<file path="src/rtl/noc_rr_arbiter.sv">
// Round-robin output-port arbiter for the NoC router.
// It gives a registered one-hot grant and a per-packet hold timeout taken from the header length.
module noc_rr_arbiter #(
    parameter int NPORTS    = 5,
    parameter int LEN_W     = 12,
    parameter int FID_W     = 3,
    parameter int HEADER_ID = 1,
    parameter int IDX_W     = $clog2(NPORTS)
) (
    input  logic                      clk,
    input  logic                      rst,
    input  logic [NPORTS-1:0]         req,
    input  logic [NPORTS*FID_W-1:0]   flit_id,
    input  logic [NPORTS*LEN_W-1:0]   length,
    output logic [NPORTS-1:0]         grant,
    output logic                      grant_valid,
    output logic [IDX_W-1:0]          grant_idx,
    output logic [NPORTS-1:0]         timeout,
    output logic                      dbg_state
);

    // Handshake: a port holds req high for as long as it wants the output.
    // grant[i] follows one cycle later and stays high until req[i] drops or the hold limit expires.
    // There is no ready signal: a grant implies the crossbar path is taken.

    localparam int JW = IDX_W + 1;

    typedef enum logic {
        S_IDLE = 1'b0,
        S_HOLD = 1'b1
    } state_t;

    state_t              r_state, w_state_nxt;
    logic [IDX_W-1:0]    r_idx, w_idx_nxt;
    logic [IDX_W-1:0]    r_ptr, w_ptr_nxt;
    logic [LEN_W-1:0]    r_cnt, w_cnt_nxt;
    logic [LEN_W-1:0]    r_lim [NPORTS];
    logic [NPORTS-1:0]   r_grant, w_grant_nxt;
    logic [NPORTS-1:0]   r_timeout, w_timeout_nxt;
    logic                w_to_cause;

    logic [NPORTS-1:0]   w_scan_req;
    logic                w_pick_found;
    logic [IDX_W-1:0]    w_pick_idx;
    logic                w_own_req;
    logic                w_lim_hit;

    // The owner is masked out of the scan, so a releasing port is regranted only when nobody else is waiting.
    always_comb begin
        logic [JW-1:0] v_j;
        w_scan_req   = (r_state == S_HOLD) ? (req & ~(NPORTS'(1) << r_idx)) : req;
        w_pick_found = 1'b0;
        w_pick_idx   = '0;
        v_j          = '0;
        for (int k = NPORTS - 1; k >= 0; k--) begin
            v_j = {1'b0, r_ptr} + JW'(k);
            if (v_j >= JW'(NPORTS)) begin
                v_j = v_j - JW'(NPORTS);
            end
            if (w_scan_req[v_j]) begin
                w_pick_found = 1'b1;
                w_pick_idx   = v_j[IDX_W-1:0];
            end
        end
    end

    assign w_own_req = req[r_idx];
    assign w_lim_hit = (r_cnt == r_lim[r_idx]);

    always_ff @(posedge clk) begin
        if (rst) begin
            r_state   <= S_IDLE;
            r_idx     <= '0;
            r_ptr     <= '0;
            r_cnt     <= '0;
            r_grant   <= '0;
            r_timeout <= '0;
        end else begin
            r_state   <= w_state_nxt;
            r_idx     <= w_idx_nxt;
            r_ptr     <= w_ptr_nxt;
            r_cnt     <= w_cnt_nxt;
            r_grant   <= w_grant_nxt;
            r_timeout <= w_timeout_nxt;
        end
    end

    // Headers latch the limit on every cycle, whether or not the port is granted.
    always_ff @(posedge clk) begin
        for (int i = 0; i < NPORTS; i++) begin
            if (rst) begin
                r_lim[i] <= '0;
            end else if (flit_id[i*FID_W +: FID_W] == FID_W'(HEADER_ID)) begin
                r_lim[i] <= length[i*LEN_W +: LEN_W];
            end
        end
    end

    always_comb begin
        w_state_nxt = r_state;
        w_idx_nxt   = r_idx;
        w_cnt_nxt   = r_cnt;
        w_to_cause  = 1'b0;
        case (r_state)
            S_IDLE: begin
                if (w_pick_found) begin
                    w_state_nxt = S_HOLD;
                    w_idx_nxt   = w_pick_idx;
                    w_cnt_nxt   = '0;
                end
            end
            S_HOLD: begin
                if (w_own_req && !w_lim_hit) begin
                    w_cnt_nxt = (r_cnt == '1) ? r_cnt : r_cnt + 1'b1;
                end else begin
                    w_to_cause = w_own_req;
                    if (w_pick_found) begin
                        w_idx_nxt = w_pick_idx;
                        w_cnt_nxt = '0;
                    end else if (w_own_req) begin
                        w_cnt_nxt = '0;
                    end else begin
                        w_state_nxt = S_IDLE;
                        w_idx_nxt   = '0;
                        w_cnt_nxt   = '0;
                    end
                end
            end
            default: begin
                w_state_nxt = S_IDLE;
                w_idx_nxt   = '0;
                w_cnt_nxt   = '0;
            end
        endcase
        w_ptr_nxt = r_ptr;
        if (w_state_nxt == S_HOLD) begin
            w_ptr_nxt = (w_idx_nxt == IDX_W'(NPORTS - 1)) ? '0 : w_idx_nxt + 1'b1;
        end
    end

    always_comb begin
        w_grant_nxt   = '0;
        w_timeout_nxt = '0;
        if (w_state_nxt == S_HOLD) begin
            w_grant_nxt[w_idx_nxt] = 1'b1;
        end
        if (w_to_cause) begin
            w_timeout_nxt[r_idx] = 1'b1;
        end
    end

    assign grant       = r_grant;
    assign grant_valid = (r_state == S_HOLD);
    assign grant_idx   = r_idx;
    assign timeout     = r_timeout;
    assign dbg_state   = r_state;

endmodule
</file>
<file path="config.mk">
export PLATFORM = sky130hd
export DESIGN_NAME = noc_rr_arbiter
export DESIGN_NICKNAME = d
export VERILOG_FILES = /design/src/rtl/noc_rr_arbiter.sv
export SDC_FILE = /design/constraint.sdc
export NUM_CORES = 1
export LEC_CHECK = 0
export CAP_MARGIN = 25
export CELL_PAD_IN_SITES_DETAIL_PLACEMENT = 0
export CELL_PAD_IN_SITES_GLOBAL_PLACEMENT = 1
export CORE_MARGIN = 4
export CORE_UTILIZATION = 37
export DETAILED_ROUTE_END_ITERATION = 10
export GPL_ROUTABILITY_DRIVEN = 0
export PLACE_DENSITY = 0.84
export REMOVE_ABC_BUFFERS = 1
export SYNTH_ARGS = -nofsm -noshare
export SYNTH_HDL_FRONTEND = slang
export SYNTH_SLANG_ARGS = --single-unit
</file>
<file path="constraint.sdc">
create_clock -name clk -period 4.2 [get_ports clk]
set_input_delay 0.84 -clock clk [delete_from_list [all_inputs] [get_ports clk]]
set_output_delay 0.84 -clock clk [all_outputs]
set_load 0.01 [all_outputs]
</file>
; ---- Word-level counts from Yosys, hierarchy flattened
; Memory sizes are Yosys's and may differ from the RTL's. A register that Yosys moved wholly into a read port is not among the register bits.
; Cells that the tools add are included.
[totals]
regBits = 29
latch_bits = 0
mem_bits_rw = 60
rom_bits = 0
inputBits = 82
output_inout_bits = 15
elab_cells = 132
memories = 1
[classes]
addsub = 11
n_mul = 0
div = 0
n_lt_le_gt_ge = 14
eq_ne = 10
n_shift = 1
mux = 72
bitwise_logic = 10
reduce_logical = 7
[memory_table]
columns = name, depth, word_bits, rd, rd_clocked_by_memory_dff, wr, line_no
row1 = r_lim, 5, 12, 1, 1, 5, 37  ; logic [LEN_W-1:0] r_lim [NPORTS];
[ops]
columns = operator, n
row1 = 12-bit two-way mux, 8
row2 = 1-bit two-way mux, 36
row3 = 3-bit two-way mux, 11
row4 = 12-bit case mux with 2 select lines, 1
row5 = 4-bit less-than comparator (second input constant), 5
row6 = 4-bit two-way mux, 5
row7 = 1-bit binary-select mux with 3-bit select, 6
row8 = 4-bit by 3-bit greater-or-equal comparator with 1-bit output (second input constant), 4
row9 = 4-bit by 3-bit subtractor with 4-bit output (second input constant), 4
row10 = 3-bit by 1-bit equality test with 1-bit output (second input constant), 5
row11 = 12-bit by 1-bit adder with 12-bit output (second input constant), 1
row12 = 12-bit equality test, 1
row13 = 12-bit equality test (second input constant), 1
row14 = 3-bit by 2-bit adder with 4-bit output (second input constant), 2
row15 = 3-bit by 4-bit less-than comparator with 1-bit output (second input constant), 2
row16 = 1-bit demux with 3-bit select, 2
row17 = 3-bit by 1-bit greater-or-equal comparator with 1-bit output (second input constant), 2
row18 = 3-bit case mux with 2 select lines, 1
row19 = 5-bit bitwise AND, 1
row20 = 5-bit two-way mux, 1
row21 = 5-bit NOT, 1
row22 = 1-bit OR, 5
row23 = 1-bit by 3-bit << shifter with 5-bit output (first input constant), 1
row24 = 3-bit by 1-bit adder with 4-bit output (second input constant), 1
row25 = 13 further kinds, 18

; ---- Logic depth before layout (Yosys ltp)
[depth]
ltp_word = 18
mapped_depth = 20
ltp_nobuf = 17

; ---- Worst setup path before layout
; Ideal clock, no wire load.
[synth_path]
path_kind = register to register
start = register r_ptr[0]
end = register r_ptr[2]
setup_ns = 0.088
arrival_ns = 4.031
required_ns = 4.112
slack_ns = 0.080
path_stages_with_launch = 19
path_buffers = 2
period_less_slack_ns = 4.120
cell_sequence = dfxtp_1 > buf_2 > inv_1 > buf_2 > ha_1 > inv_1 > fa_1 > a21oi_1 > mux2i_1 > mux2_4 > o2bb2ai_2 > nor2b_1 > nand4_2 > o21ai_2 > a32o_1 > inv_1 > ha_1 > or3_1 > a311oi_2
[synth_between]
elab_chain_len = 15
word_cells_on_any_way = 50
cone_classes = 10 x add/sub / 5 x order compare / 1 x eq/ne / 34 x mux
[synth_rtl]
columns = element, line_no
row1 = from (decl), 35  ; logic [IDX_W-1:0] r_ptr, w_ptr_nxt;
row2 = from (signal assigned), 81  ; r_ptr <= w_ptr_nxt;
row3 = 3-bit by 3-bit adder with 4-bit output, 56  ; v_j = {1'b0, r_ptr} + JW'(k);
row4 = 4-bit by 3-bit subtractor with 4-bit output or 4-bit by 3-bit greater-or-equal comparator with 1-bit output (tied branches), "58, 57"
row5 = 4-bit two-way mux, 57  ; if (v_j >= JW'(NPORTS)) begin
row6 = 1-bit binary-select mux with 3-bit select, 60  ; if (w_scan_req[v_j]) begin
row7 = 1-bit two-way mux (not written as such), 60
row8 = 3-bit two-way mux or 1-bit two-way mux (tied branches) (5 in a row), 60
row9 = 3-bit two-way mux, 117  ; if (w_pick_found) begin
row10 = 3-bit two-way mux, 113  ; if (w_own_req && !w_lim_hit) begin
row11 = 3-bit case mux with 2 select lines *, 104  ; case (r_state)
row12 = via w_idx_nxt[0], 34  ; logic [IDX_W-1:0] r_idx, w_idx_nxt;
row13 = 3-bit by 1-bit adder with 3-bit output or 3-bit equality test (tied branches), 137  ; w_ptr_nxt = (w_idx_nxt == IDX_W'(NPORTS - 1)) ? '0 : w_idx_nxt + 1'b1;
row14 = 3-bit two-way mux *, 137
; The timed path passes the listed nets; every way through them passes the cells marked *. The select of a mux whose other input is x is not followed.
; A chain may end at the register's enable or synchronous reset.

; ---- Worst setup path in the final report
; Same ends and word-level chain as after synthesis.

==> results.toml <==
[run_status]
outcome = "finished, final reports clean"

[critical_path]
worstPathCellList = "inv_1 -> ha_1 -> inv_1 -> fa_1 -> a21oi_2 -> mux2i_2 -> buf_4 -> mux2i_1 -> o2bb2ai_2 -> or2b_1 -> o31ai_1 -> a311o_1 -> a32oi_2 -> inv_2 -> ha_1 -> or3_1 -> a311oi_2"
startpoint_type = "register"
critical-path-slowest-cell = "fa_1"
crit_end = "r_ptr[2]"
slowest_delay_ns = 0.42
r2r_slack_ns = 0.27
cp_max_fo = 5
cp.depth = 17
cp_data_arrival_time_ns = 4.16
cp_num_buf_inv = 4
cp.required_ns = 4.44
critPathCaptureType = "register"
crit_type = "register to register"
cp_top_family = "compound AO/OA/AOI/OAI gates"
r2r_cells = 17
cp-startpoint = "r_ptr[0]"
r2r_start = "r_ptr[0]"
r2r-end = "r_ptr[2]"

[clocking]
cts_tree = "done"
clock_latency_ns = 0.34
cts-root-buf = "clkbuf_16"
clock-sinks = 89
ctsHoldBuffers = 0
post-cts-setup-buffers = 0
postCtsResizedCells = 0
clk_pin_slew_ns = 0.07
cts_max_path_buffers = 2
cts.htree.levels = 3
cts-buffers-inserted = 9

[grt]
grt_first_pass_wirelength_um = 20200
grtUsageMet3_pct = 3.07
use_met2_pct = 27.3
antenna_found_initial = 0
top_usage_layer = "met2"
grt_usage_pct = 15.7
grt_use_met1_pct = 19.4
grt_max_degree = 24
gr-total-overflow = 0
grt_pass1_vias = 4179

[detailed_routing]
vias_per_cell = 5.07
vias = 3918
drtIter0Drc = 165
route.detailed.drc = 0
ant_nets = 0
routed_wl_um = 12300
wl_per_cell_um = 15.9
dr.pass1.iters = 5

[placed_design]
dpl.hpwl_um = 9730
dpl.cell_count = 757
portBuffers = 96
placed_cell_area_sq_um = 6410

[cells_and_area]
final_cells = 773
diodes = 0
layout-drive-gt1-share_pct = 14.0
final_area_sq_um = 6770
num-nets-final = 682
nFillCells = 1200
postLayoutCoreUtil_pct = 49.0
area_growth_pct = 29.6

[sta]
rsz0062_at_grt = "false"
drv_slew = 0
period_needed_ns = 3.93
tns_ns = 0
hold_viol_final = 0
fmax_mhz = 255
fin_crit_sh_pct = 93.5
relSlewSlack_pct = 34.6
worst_pin_slew_ns = 0.977
finalSetupViolCount = 0
hold_ws_ns = 0.520
skew_ns = 0.0105

[synthesis]
synth.most_common_cell = "and2_1"
ys_warn_count = 0
synth_edf_count = 60
syn_inst = 491
synth_top_cells_by_count = "and2_1, edfxtp_1, nor2_1"
ys.flop_type = "edfxtp_1"
synth_area_leader_cell = "edfxtp_1"
avgSynthCellArea_sq_um = 10.6
synth_top_area_share_pct = 34.5
netlist_area_sq_um = 5220
synth.distinct_cells = 73
synthTopCellsByArea = "edfxtp_1, dfxtp_1, and2_1"
synth_seq_cells = 89
ys_seq_area_share_pct = 45.6
synthArstFlopShare_pct = 0

[die]
dieHeight_um = 127
design.core.area_sq_um = 13800
dieArea_sq_um = 16100
start_util_pct = 37.8
die_w_um = 127
num_rows = 43
pin_count = 97

[min_path]
whs_path_depth = 2
hold_path_class = "register to register"

[power]
ir_worst_vdd_uv = 333
p_leak_nw = 2.45
pwr_density_cell_nw_per_um2 = 610

[job]
cap_violations = 0
-- layout make-up --
class                   count  area [sq um]  area share (%)
inverters                  18          67.6           0.998
clock inverters             7           113            1.66
repair buffers            114          1100            16.2
clock buffers               9           225            3.33
well taps                 180           225            3.33
flip-flops and latches     89          2390            35.2
multi-input cells         356          2660            39.2
-- cell usage in the layout, fill, tap and decap left out, types with 16 or more instances in the layout --
| master | n |
|---|---|
| nand2_1 | 23 |
| xnor2_1 | 27 |
| edfxtp_1 | 60 |
| mux2i_1 | 21 |
| dfxtp_1 | 26 |
| and2_1 | 62 |
| nor2_1 | 40 |
| buf_4 | 18 |
| inv_1 | 16 |
| clkdlybuf4s50_1 | 96 |
-- registers in the layout (all words and copies together), names as in the netlist --
register and flops:
dbg_state 1, grant 5, grant_idx 3, r_cnt 12, r_lim 60, r_ptr 3
timeout 5
-- stage by stage --
step	setup WS (ns)	power, mW
after CTS	0.0836	4.10
after floorplan	0.124	2.58
after global routing	0.0316	4.41
after detailed placement	0.0493	3.21
final	0.274	4.13
after global placement	0.154	3.18
-- worst min-delay path: stages (launching register included) --
cell	delay, ns
dfxtp_1	0.35
nand2_1	0.07
a21oi_1	0.05
-- report_power, final --
| group | internal [mW] | switching, mW | total (mW) |
|---|---|---|---|
| clock network | 0.533 | 0.352 | 0.886 |
| logic | 1.01 | 1.13 | 2.15 |
| registers | 1.02 | 0.0742 | 1.10 |
-- how the worst min path moves through the flow --
stage	end	from	slack (ns)
2_1_floorplan	r_cnt[1]	r_cnt[1]	0.47
3_5_place_dp	r_cnt[1]	r_cnt[1]	0.50
3_3_place_gp	r_cnt[1]	r_cnt[1]	0.50
5_1_grt	r_cnt[1]	r_cnt[1]	0.55
4_1_cts	r_cnt[1]	r_cnt[1]	0.52
6_report	r_cnt[1]	r_cnt[1]	0.52
-- routing by layer --
layer | share of wire [%] | wire [um]
met1 | 44 | 5420
met2 | 49 | 6070
met3 | 5.8 | 707
met4 | 0.83 | 102
met5 | 0 | 0
-- cells by family (layout without fill, tap and decap cells) --
| family | after synthesis | in the layout | synth area share [%] |
|---|---|---|---|
| adder cells (fa/ha/maj) | 12 | 12 | 3.02 |
| AO/OA/AOI/OAI | 66 | 66 | 9.90 |
| flip-flops | 89 | 89 | 45.6 |
| XOR/XNOR | 33 | 33 | 5.54 |
| buffers and inverters | 46 | 148 | 3.91 |
| AND/OR/NAND/NOR | 209 | 209 | 22.5 |
| multiplexers | 36 | 36 | 9.54 |
(Power assumes the default switching activity.)
